$ cat src/rtl/bus_rr_arbiter.sv
// Round-robin arbiter serialising per-core L1 requests onto the shared coherence bus.
// Optional forced release of long-held grants is enabled by defining BUS_ARB_TIMEOUT_EN.
module bus_rr_arbiter #(
    parameter int unsigned CPUS          = 8,
    parameter int unsigned CPU_ID_LENGTH = $clog2(CPUS),
    parameter int unsigned TIMEOUT       = 64
) (
    input  logic                     clk,
    input  logic                     nRST,
    input  logic [CPUS-1:0]          req,
    input  logic                     done,
    output logic [CPUS-1:0]          grant,
    output logic [CPU_ID_LENGTH-1:0] grant_id,
    output logic                     grant_valid,
    output logic                     timeout
);

    typedef enum logic [1:0] {
        IDLE    = 2'd0,
        GRANT   = 2'd1,
        RELEASE = 2'd2
    } state_t;

    state_t                   state_q;
    logic [CPUS-1:0]          grant_q;
    logic [CPU_ID_LENGTH-1:0] grant_id_q;
    logic                     grant_valid_q;
    logic [CPU_ID_LENGTH-1:0] ptr_q;

    logic                     win_found;
    logic [CPU_ID_LENGTH-1:0] grant_id_d;
    logic [CPU_ID_LENGTH-1:0] scan_idx;

`ifdef BUS_ARB_TIMEOUT_EN
    localparam int unsigned TCW = $clog2(TIMEOUT) + 1;

    logic [TCW-1:0] tcnt_q;
    logic           timeout_q;
    logic           tmo_hit;

    assign tmo_hit = (tcnt_q == TCW'(TIMEOUT - 1));
    assign timeout = timeout_q;
`else
    assign timeout = 1'b0;
`endif

    // Scan starts one past the last winner and wraps modulo CPUS, so any CPUS works.
    always_comb begin
        win_found  = 1'b0;
        grant_id_d = '0;
        scan_idx   = '0;
        for (int unsigned i = 1; i <= CPUS; i++) begin
            scan_idx = CPU_ID_LENGTH'((32'(ptr_q) + i) % CPUS);
            if (!win_found && req[scan_idx]) begin
                win_found  = 1'b1;
                grant_id_d = scan_idx;
            end
        end
    end

    always_ff @(posedge clk or negedge nRST) begin
        if (!nRST) begin
            state_q       <= IDLE;
            grant_q       <= '0;
            grant_id_q    <= '0;
            grant_valid_q <= 1'b0;
            ptr_q         <= CPU_ID_LENGTH'(CPUS - 1);
`ifdef BUS_ARB_TIMEOUT_EN
            tcnt_q        <= '0;
            timeout_q     <= 1'b0;
`endif
        end else begin
`ifdef BUS_ARB_TIMEOUT_EN
            timeout_q <= 1'b0;
`endif
            case (state_q)
                IDLE: begin
                    if (win_found) begin
                        grant_q       <= CPUS'(1) << grant_id_d;
                        grant_id_q    <= grant_id_d;
                        grant_valid_q <= 1'b1;
                        ptr_q         <= grant_id_d;
                        state_q       <= GRANT;
`ifdef BUS_ARB_TIMEOUT_EN
                        tcnt_q        <= '0;
`endif
                    end
                end
                GRANT: begin
                    // done outranks a timeout landing on the same cycle
                    if (done) begin
                        grant_q       <= '0;
                        grant_valid_q <= 1'b0;
                        state_q       <= RELEASE;
                    end
`ifdef BUS_ARB_TIMEOUT_EN
                    else if (tmo_hit) begin
                        grant_q       <= '0;
                        grant_valid_q <= 1'b0;
                        timeout_q     <= 1'b1;
                        state_q       <= RELEASE;
                    end else begin
                        tcnt_q <= tcnt_q + TCW'(1);
                    end
`endif
                end
                RELEASE: state_q <= IDLE;
                default: state_q <= IDLE;
            endcase
        end
    end

    assign grant       = grant_q;
    assign grant_id    = grant_id_q;
    assign grant_valid = grant_valid_q;

endmodule

$ cat config.mk
export PLATFORM = sky130hd
export DESIGN_NAME = bus_rr_arbiter
export DESIGN_NICKNAME = d
export VERILOG_FILES = /design/src/rtl/bus_rr_arbiter.sv
export SDC_FILE = /design/constraint.sdc
export NUM_CORES = 1
export LEC_CHECK = 0
export BUFFER_PORTS_ARGS = -buffer_cell sky130_fd_sc_hd__buf_2
export CAP_MARGIN = 30
export CORE_UTILIZATION = 42
export CTS_BUF_LIST = sky130_fd_sc_hd__clkbuf_8 sky130_fd_sc_hd__clkbuf_16
export CTS_CLUSTER_SIZE = 24
export DETAILED_ROUTE_END_ITERATION = 12
export GPL_TIMING_DRIVEN = 1
export PLACE_DENSITY = 0.59
export SYNTH_ARGS = -nofsm -noshare
export SYNTH_HDL_FRONTEND = slang
export SYNTH_SLANG_ARGS = --single-unit
$ cat constraint.sdc
create_clock -name clk -period 3.7 [get_ports clk]
set_input_delay 0.185 -clock clk [delete_from_list [all_inputs] [get_ports clk]]
set_output_delay 0.185 -clock clk [all_outputs]
set_load 0.02 [all_outputs]
==> results of run 1 <==
[routing by layer]
| layer | part of all wire (%) | track usage [%] | up-vias |
|---|---|---|---|
| li1 | - | - | 681 |
| met1 | 47 | 25.41 | 709 |
| met2 | 48 | 32.73 | 37 |
| met3 | 4.2 | 4.514 | 2 |
| met4 | 0.26 | 1.630 | 0 |
| met5 | 0 | 0 | - |
[logic make-up (layout without fill, tap and decap cells)]
group	Yosys count	count (layout)	synth area share, %
flops	17	17	25.26
fa+ha+maj	2	2	1.473
compound gates	35	35	18.41
other cells	1	1	0.2207
xor+xnor	3	3	1.547
mux	28	28	24.96
simple gates	63	63	19.96
buf+inv	22	42	8.174
[layout make-up]
cell class | instances | area (um2) | area share (%)
clock buffer | 3 | 41.29 | 2.228
sequential | 17 | 429.2 | 23.16
multi-input combinational | 132 | 1131 | 61.04
tap | 48 | 60.06 | 3.241
timing repair buffer | 26 | 142.6 | 7.698
inverter | 12 | 45.04 | 2.431
clock inverter | 1 | 3.754 | 0.2026
[stage by stage]
step / instance area, um2 / hold slack, ns / cells / setup WS, ns / util, %
after floorplan: 1699 / -0.1106 / 171 / 0.4737 / -
after global placement: 1798 / 0.1126 / 234 / 0.4128 / 47.68
after detailed placement: 1798 / 0.1288 / 234 / 0.3572 / 47.68
after CTS: 1853 / 0.1458 / 239 / 0.3463 / 49.14
after global routing: 1853 / 0.1636 / 239 / 0.1766 / 49.14
final: 1853 / 0.1439 / 239 / 0.3346 / 49.14
[cells in the final DEF (no fill, tap or decap), drive strengths merged, types with 2 or more instances in the layout]
| cell | instances |
|---|---|
| nor2 | 16 |
| o21ai | 4 |
| a21oi | 6 |
| o31ai | 2 |
| nand2 | 15 |
| nand3 | 2 |
| buf | 25 |
| nor2b | 2 |
| nand2b | 6 |
| or2b | 2 |
| ha | 2 |
| dfrtp | 14 |
| o211ai | 2 |
| inv | 13 |
| mux4 | 10 |
| mux2 | 9 |
| or2 | 4 |
| mux2i | 9 |
| a32o | 4 |
| nor3 | 6 |
| dfstp | 3 |
| and2 | 3 |
| clkbuf | 3 |
| o32ai | 5 |
| a211oi | 3 |
| xnor2 | 2 |
| nand4b | 2 |
[sequential cells by signal, summed over array words and instances (netlist names)]
| name | cells |
|---|---|
| grant_id | 3 |
| grant | 8 |
| ptr_q | 3 |
| state_q | 2 |
| grant_valid | 1 |
[path summary, 6_finish.rpt]
kind                             startpoint          end  slack [ns]  cells after the start
worst max-delay path               ptr_q[0]     grant[4]        0.33                      9
worst min-delay path                   done   state_q[0]        0.14                      2
worst max register to register     ptr_q[0]     grant[4]        0.33                      9
worst min register to register  grant_valid  grant_valid        0.47                      2
max in group asynchronous              nRST     ptr_q[0]        3.00                      2
min in group asynchronous              nRST     grant[0]        0.38                      2
[worst max-delay path: cells and delay by family, from the launching register on]
family          cells  cell delay, ns
simple gates        1            0.11
compound gates      4            1.36
mux                 2            0.89
fa+ha+maj           1            0.36
flops               1            0.52
buf+inv             1            0.07
==> results.sh, run 1 <==
export IMPL_nets=205
export IMPL_synth_area_um2=1699
export IMPL_routed_wl_um=3803
export IMPL_status="finished clean"
export IMPL_grt_pass1_wl_um=6354
export IMPL_post_cts_buffers=0
export IMPL_vias=1429
export IMPL_gp_congestion=0.8962
export IMPL_num_rows=22
export IMPL_finalHoldViolations=0
export IMPL_fmax_ghz=0.2971
export IMPL_die_x_um=65.61
export IMPL_drive_gt1_share_pct=32.46
export IMPL_cts_resized=0
export IMPL_setup_viol=0
export IMPL_synth_cell_types=54
export IMPL_yosysTopAreaCellShare_pct=20.62
export IMPL_crit_slowest_cell="dfstp_2"
export IMPL_worstPathRequired_ns=3.89
export IMPL_cp_arrival_ns=3.55
export IMPL_dieHeight_um=65.61
export IMPL_ant_nets=0
export IMPL_synth_area_top_cells="dfrtp_1 (21%), mux4_2 (11%), mux2i_1 (5.3%)"
export IMPL_grt_overflow=0
export IMPL_postSynthAreaPerCell_um2=9.936
export IMPL_wl_per_cell_um=15.91
export IMPL_endpoint_kind="flip-flop"
export IMPL_cts_root_buffer="clkbuf_8"
export IMPL_drt_iter0_drc=64
export IMPL_cp_max_fo=11
export IMPL_rsz0062_at_grt="false"
export IMPL_slew_headroom_pct=58.47
export IMPL_postCtsHoldBufs=1
export IMPL_grt_use_total_pct=19.16
export IMPL_antenna_found_initial=0
export IMPL_antenna_cells=0
export IMPL_io_pins=24
export IMPL_finalCritPeriodShare_pct=90.96
export IMPL_ys_warn_count=0
export IMPL_startpoint_type="flip-flop"
export IMPL_grt_pass1_vias=1351
export IMPL_crit_chain="inv_1 -> ha_1 -> mux2_1 -> mux4_2 -> o32ai_4 -> nand2_4 -> o221a_4 -> a211oi_4 -> a32o_1"
export IMPL_clk_path_buf_depth=2
export IMPL_ys_dominant_reg_cell="dfrtp_1"
export IMPL_syn_to_final_growth_pct=9.058
export IMPL_path_class="reg2reg"
export IMPL_max_stage_delay_ns=0.52
export IMPL_drv_slew=0
export IMPL_syn_nets=184
export IMPL_worstSkewPairLatency_ns=0.25
export IMPL_yosys_area_top_type="dfrtp_1"
export IMPL_synth_async_sr_flop_share_pct=100.0
export IMPL_synth_cells=171
export IMPL_cts_tree="done"
export IMPL_io_buffers=22
export IMPL_max_slew_worst_pin_slew_ns=0.6185
export IMPL_fill_cells=357
export IMPL_clk_pin_slew_ns=0.07
export IMPL_remaining_drc_errors=0
export IMPL_grt_max_degree=18
export IMPL_cts_max_level=1
export IMPL_dr_pass1_iters=4
export IMPL_ys_top_cells_by_count="nor2_1 (16), dfrtp_1 (14), nand2_1 (14)"
export IMPL_vias_per_cell=5.979
export IMPL_ys_seq_area_share_pct=25.26
export IMPL_min_path_type="in2reg"
export IMPL_synth_most_common_cell="nor2_1"
export IMPL_hpwl_um=2954
export IMPL_start_util_pct=45.06
export IMPL_cap_violations=0
export IMPL_synth_edf_count=0
export IMPL_clock_skew_ns=0.006357
export IMPL_cts_made_buffers=3
export IMPL_tns_ns=0
export IMPL_clock_sinks=17
export IMPL_coreArea_um2=3771
export IMPL_ys_ff_latch=17
export IMPL_fin_crit_ns=3.365
export IMPL_dieArea_um2=4304
Power of run 1 is not shown: default switching activity piles up to over one toggle a cycle in this logic, so the estimate is an artifact.
==> run 2, diff against run 1 <==
- RECOVER_POWER: not set -> 100
==> run 2 against run 1 <==
First-iteration DRC count shrank 6.3%. Core utilization shrank 0.63 points. Worst setup slack lost 0.061 ns. Clock skew shrank 0.0015 ns. Die area is the same. Non-clock buffer count is the same. Largest cell class unchanged.
==> results.sh, run 2 (synthesized netlist as in run 1, its figures left out) <==
export IMPL_endpoint_kind="flip-flop"
export IMPL_antenna_cells=0
export IMPL_nets=205
export IMPL_grt_overflow=0
export IMPL_crit_buf_inv=1
export IMPL_grt_max_degree=18
export IMPL_cts_root_buffer="clkbuf_8"
export IMPL_dr_pass1_iters=4
export IMPL_num_rows=22
export IMPL_dieArea_um2=4304
export IMPL_grt_use_total_pct=19.16
export IMPL_gp_congestion=0.8962
export IMPL_grt_pass1_wl_um=6354
export IMPL_cts_resized=0
export IMPL_crit_chain="inv_1 -> ha_1 -> mux2_1 -> mux4_2 -> o32ai_4 -> nand2_1 -> o221a_4 -> a211oi_4 -> a32o_1"
export IMPL_io_pins=24
export IMPL_final_common_cell="nor2_1"
export IMPL_clock_sinks=17
export IMPL_crit_slowest_cell="dfstp_2"
export IMPL_slew_headroom_pct=39.95
export IMPL_cp_max_fo=11
export IMPL_fmax_ghz=0.2918
export IMPL_hpwl_um=2954
export IMPL_fill_cells=363
export IMPL_io_buffers=22
export IMPL_die_x_um=65.61
export IMPL_max_stage_delay_ns=0.52
export IMPL_grt_pass1_vias=1351
export IMPL_setup_viol=0
export IMPL_cap_violations=0
export IMPL_antenna_found_initial=0
export IMPL_wl_per_cell_um=15.76
export IMPL_vias_per_cell=5.925
export IMPL_cts_max_level=1
export IMPL_tns_ns=0
export IMPL_vias=1416
export IMPL_cp_top_family="compound AO/OA/AOI/OAI gates"
export IMPL_holdWs_ns=0.1437
export IMPL_multi_input_area_um2=1124
export IMPL_clk_path_buf_depth=2
export IMPL_cts_made_buffers=3
export IMPL_routed_wl_um=3766
export IMPL_min_path_type="in2reg"
export IMPL_startpoint_type="flip-flop"
export IMPL_cp_arrival_ns=3.61
export IMPL_postCtsHoldBufs=1
export IMPL_cts_tree="done"
export IMPL_post_cts_buffers=0
export IMPL_rsz0062_at_grt="false"
export IMPL_drt_iter0_drc=60
export IMPL_start_util_pct=45.06
export IMPL_coreArea_um2=3771
export IMPL_utilization_pct=48.51
export IMPL_clock_skew_ns=0.004853
export IMPL_mostFrequentLayoutCells="nor2_1 (16), nand2_1 (15), dfrtp_1 (14), inv_1 (13), clkbuf_1 (13)"
export IMPL_syn_to_final_growth_pct=7.658
export IMPL_dieHeight_um=65.61
export IMPL_ant_nets=0
export IMPL_dpl_cell_area_um2=1798
export IMPL_worstSkewPairLatency_ns=0.25
export IMPL_status="finished clean"
export IMPL_fin_crit_ns=3.427
export IMPL_largest_reg_flops=8
export IMPL_max_slew_worst_pin_slew_ns=0.9007
export IMPL_drv_slew=0
export IMPL_path_class="reg2reg"
export IMPL_remaining_drc_errors=0
export IMPL_regArea_um2=429.2
export IMPL_worstPathRequired_ns=3.89
export IMPL_drive_gt1_share_pct=25.13
export IMPL_final_area_um2=1829
export IMPL_clk_pin_slew_ns=0.06
export IMPL_finalHoldViolations=0
export IMPL_finalCritPeriodShare_pct=92.62
-- run 2: final timing paths --
kind / startpoint / slack [ns] / end / cells after the start
worst min register to register: grant_valid / 0.47 / grant_valid / 2
worst max register to register: ptr_q[0] / 0.27 / grant[4] / 9
worst min-delay path: done / 0.14 / state_q[0] / 2
worst max-delay path: ptr_q[0] / 0.27 / grant[4] / 9
max in group asynchronous: nRST / 2.57 / grant_id[1] / 2
min in group asynchronous: nRST / 0.57 / grant[0] / 2
-- run 2: layout make-up --
cell class	count	share of cell area, %
Inverter	12	2.462
Clock buffer	3	2.257
Clock inverter	1	0.2052
Sequential cell	17	23.46
Timing Repair Buffer	26	6.908
Multi-Input combinational cell	132	61.42
Tap cell	48	3.283
-- run 2: worst reg2reg max path, cell delays in order (launching register included) --
cell	delay, ns
dfstp_2	0.52
inv_1	0.07
ha_1	0.36
mux2_1	0.37
mux4_2	0.52
o32ai_4	0.34
nand2_1	0.19
o221a_4	0.29
a211oi_4	0.46
a32o_1	0.25
-- run 2: stage by stage --
| stage | cells | worst slack, ns |
|---|---|---|
| final | 239 | 0.2731 |
| after floorplan | 171 | 0.4737 |
| after global placement | 234 | 0.4128 |
| after global routing | 239 | 0.09655 |
| after CTS | 239 | 0.3463 |
| after detailed placement | 234 | 0.3572 |
-- run 2: routing by layer --
layer  track usage (%)  vias to the layer above  share of wire [%]
li1                  -                      679                  -
met1             25.41                      707                 47
met2             32.73                       28                 49
met3             4.514                        2                3.7
met4             1.630                        0               0.27
met5                 0                        -                  0
Power of run 2 is left out for the same reason.
==> run 3, diff against run 2 <==
- clock period: 3.7 -> 4 ns (I/O delays scaled with it)
==> run 3 against run 2 <==
Global-route usage is 1.8 points higher. First-iteration DRC count grew 48%. Register-to-register slack better by 0.096 ns. Clock skew about the same. Routed wire length increased by 7.5%. Hold slack improved by 0.022 ns. Fmax fell by 5.6%. Sequential cell count stayed put. Critical path depth unchanged. Worst setup slack better by 0.096 ns. Final cell count unchanged. Core utilization shrank 0.33 points.
==> results.sh, run 3 (synthesized netlist as in run 1, its figures left out) <==
export IMPL_hpwl_um=3076
export IMPL_finalCritPeriodShare_pct=90.76
export IMPL_clock_skew_ns=0.004496
export IMPL_slew_headroom_pct=39.10
export IMPL_fin_crit_ns=3.631
export IMPL_vias_per_cell=5.987
export IMPL_rsz0062_at_grt="false"
export IMPL_mostFrequentLayoutCells="nor2_1 (16), nand2_1 (15), dfrtp_1 (14), inv_1 (13), clkbuf_1 (13)"
export IMPL_cts_root_buffer="clkbuf_8"
export IMPL_wl_per_cell_um=16.93
export IMPL_cp_max_fo=11
export IMPL_largest_reg_flops=8
export IMPL_nets=205
export IMPL_antenna_found_initial=0
export IMPL_drt_iter0_drc=89
export IMPL_finalHoldViolations=0
export IMPL_worstPathRequired_ns=4.10
export IMPL_cp_arrival_ns=3.73
export IMPL_remaining_drc_errors=0
export IMPL_crit_slowest_cell="a211oi_2"
export IMPL_num_rows=22
export IMPL_fill_cells=363
export IMPL_tns_ns=0
export IMPL_endpoint_kind="flip-flop"
export IMPL_io_buffers=22
export IMPL_clk_path_buf_depth=2
export IMPL_vias=1431
export IMPL_cts_made_buffers=3
export IMPL_drive_gt1_share_pct=24.61
export IMPL_drv_slew=0
export IMPL_ant_nets=0
export IMPL_clk_pin_slew_ns=0.06
export IMPL_worstReg2RegEnd="grant[6]"
export IMPL_grt_overflow=0
export IMPL_max_stage_delay_ns=0.62
export IMPL_dieArea_um2=4304
export IMPL_routed_wl_um=4047
export IMPL_io_pins=24
export IMPL_min_path_type="in2reg"
export IMPL_startpoint_type="flip-flop"
export IMPL_grt_pass1_wl_um=6858
export IMPL_die_x_um=65.61
export IMPL_r2r_start="ptr_q[0]"
export IMPL_r2r_slack_ns=0.37
export IMPL_syn_to_final_growth_pct=6.922
export IMPL_dieHeight_um=65.61
export IMPL_max_slew_worst_pin_slew_ns=0.9136
export IMPL_final_common_cell="nor2_1"
export IMPL_coreArea_um2=3771
export IMPL_worstHoldPathCells=2
export IMPL_fmax_ghz=0.2754
export IMPL_gp_congestion=0.8326
export IMPL_grt_use_total_pct=21.00
export IMPL_grt_max_degree=18
export IMPL_antenna_cells=0
export IMPL_cap_violations=0
export IMPL_startpoint="ptr_q[0]"
export IMPL_cts_tree="done"
export IMPL_crit_chain="inv_1 -> ha_1 -> mux2_1 -> mux4_2 -> o32ai_4 -> nand2_1 -> o221a_4 -> a211oi_2 -> o32ai_1"
export IMPL_cts_resized=0
export IMPL_status="finished clean"
export IMPL_path_class="reg2reg"
export IMPL_cp_endpoint="grant[6]"
export IMPL_dr_pass1_iters=4
export IMPL_postCtsHoldBufs=1
export IMPL_rr_worst_depth=9
export IMPL_setup_viol=0
export IMPL_grt_pass1_vias=1377
export IMPL_post_cts_buffers=0
export IMPL_cts_max_level=1
export IMPL_start_util_pct=45.06
export IMPL_worstSkewPairLatency_ns=0.25
export IMPL_utilization_pct=48.18
export IMPL_clock_sinks=17
[run 3: cell counts in the layout (fill, tap and decap cells not counted)]
No cell type changed its count.
[run 3: metal layers]
| metal | vias up | global-route usage (%) | share of wire, % |
|---|---|---|---|
| li1 | 681 | - | - |
| met1 | 709 | 30.59 | 49 |
| met2 | 34 | 31.83 | 46 |
| met3 | 7 | 3.819 | 3.1 |
| met4 | 0 | 5.163 | 1.6 |
| met5 | - | 0 | 0 |
[run 3: cell type report]
class,instances,area [um2],share of cell area [%]
Multi-Input combinational cell,132,1111,61.16
Tap cell,48,60.06,3.306
Inverter,12,45.04,2.479
Clock inverter,1,3.754,0.2066
Clock buffer,3,41.29,2.273
Timing Repair Buffer,26,126.4,6.956
Sequential cell,17,429.2,23.62
[run 3: stage by stage]
stage / setup slack, ns / instance area [um2] / instances / hold WS [ns]
finish: 0.3694 / 1817 / 239 / 0.1661
floorplan: 0.7737 / 1699 / 171 / -0.09559
detailed placement: 0.6491 / 1798 / 234 / 0.1384
global route: 0.1863 / 1817 / 239 / 0.1907
CTS: 0.6326 / 1853 / 239 / 0.1718
global placement: 0.7124 / 1798 / 234 / 0.1281
[run 3: worst min-delay path by stage]
stage | startpoint | to | slack, ns
final | done | state_q[0] | 0.17
after global placement | nRST | grant[2] | 0.13
after detailed placement | nRST | grant[2] | 0.14
after global routing | done | state_q[0] | 0.19
after floorplan | nRST | grant[0] | -0.1
after CTS | done | state_q[0] | 0.17
[run 3: critical path, delay by kind of cell, from the launching register on]
family | cells | cell delay, ns
simple gates | 1 | 0.19
compound gates | 4 | 1.45
flops | 1 | 0.52
buf+inv | 1 | 0.07
fa+ha+maj | 1 | 0.36
mux | 2 | 0.90
Power of run 3 is left out for the same reason.
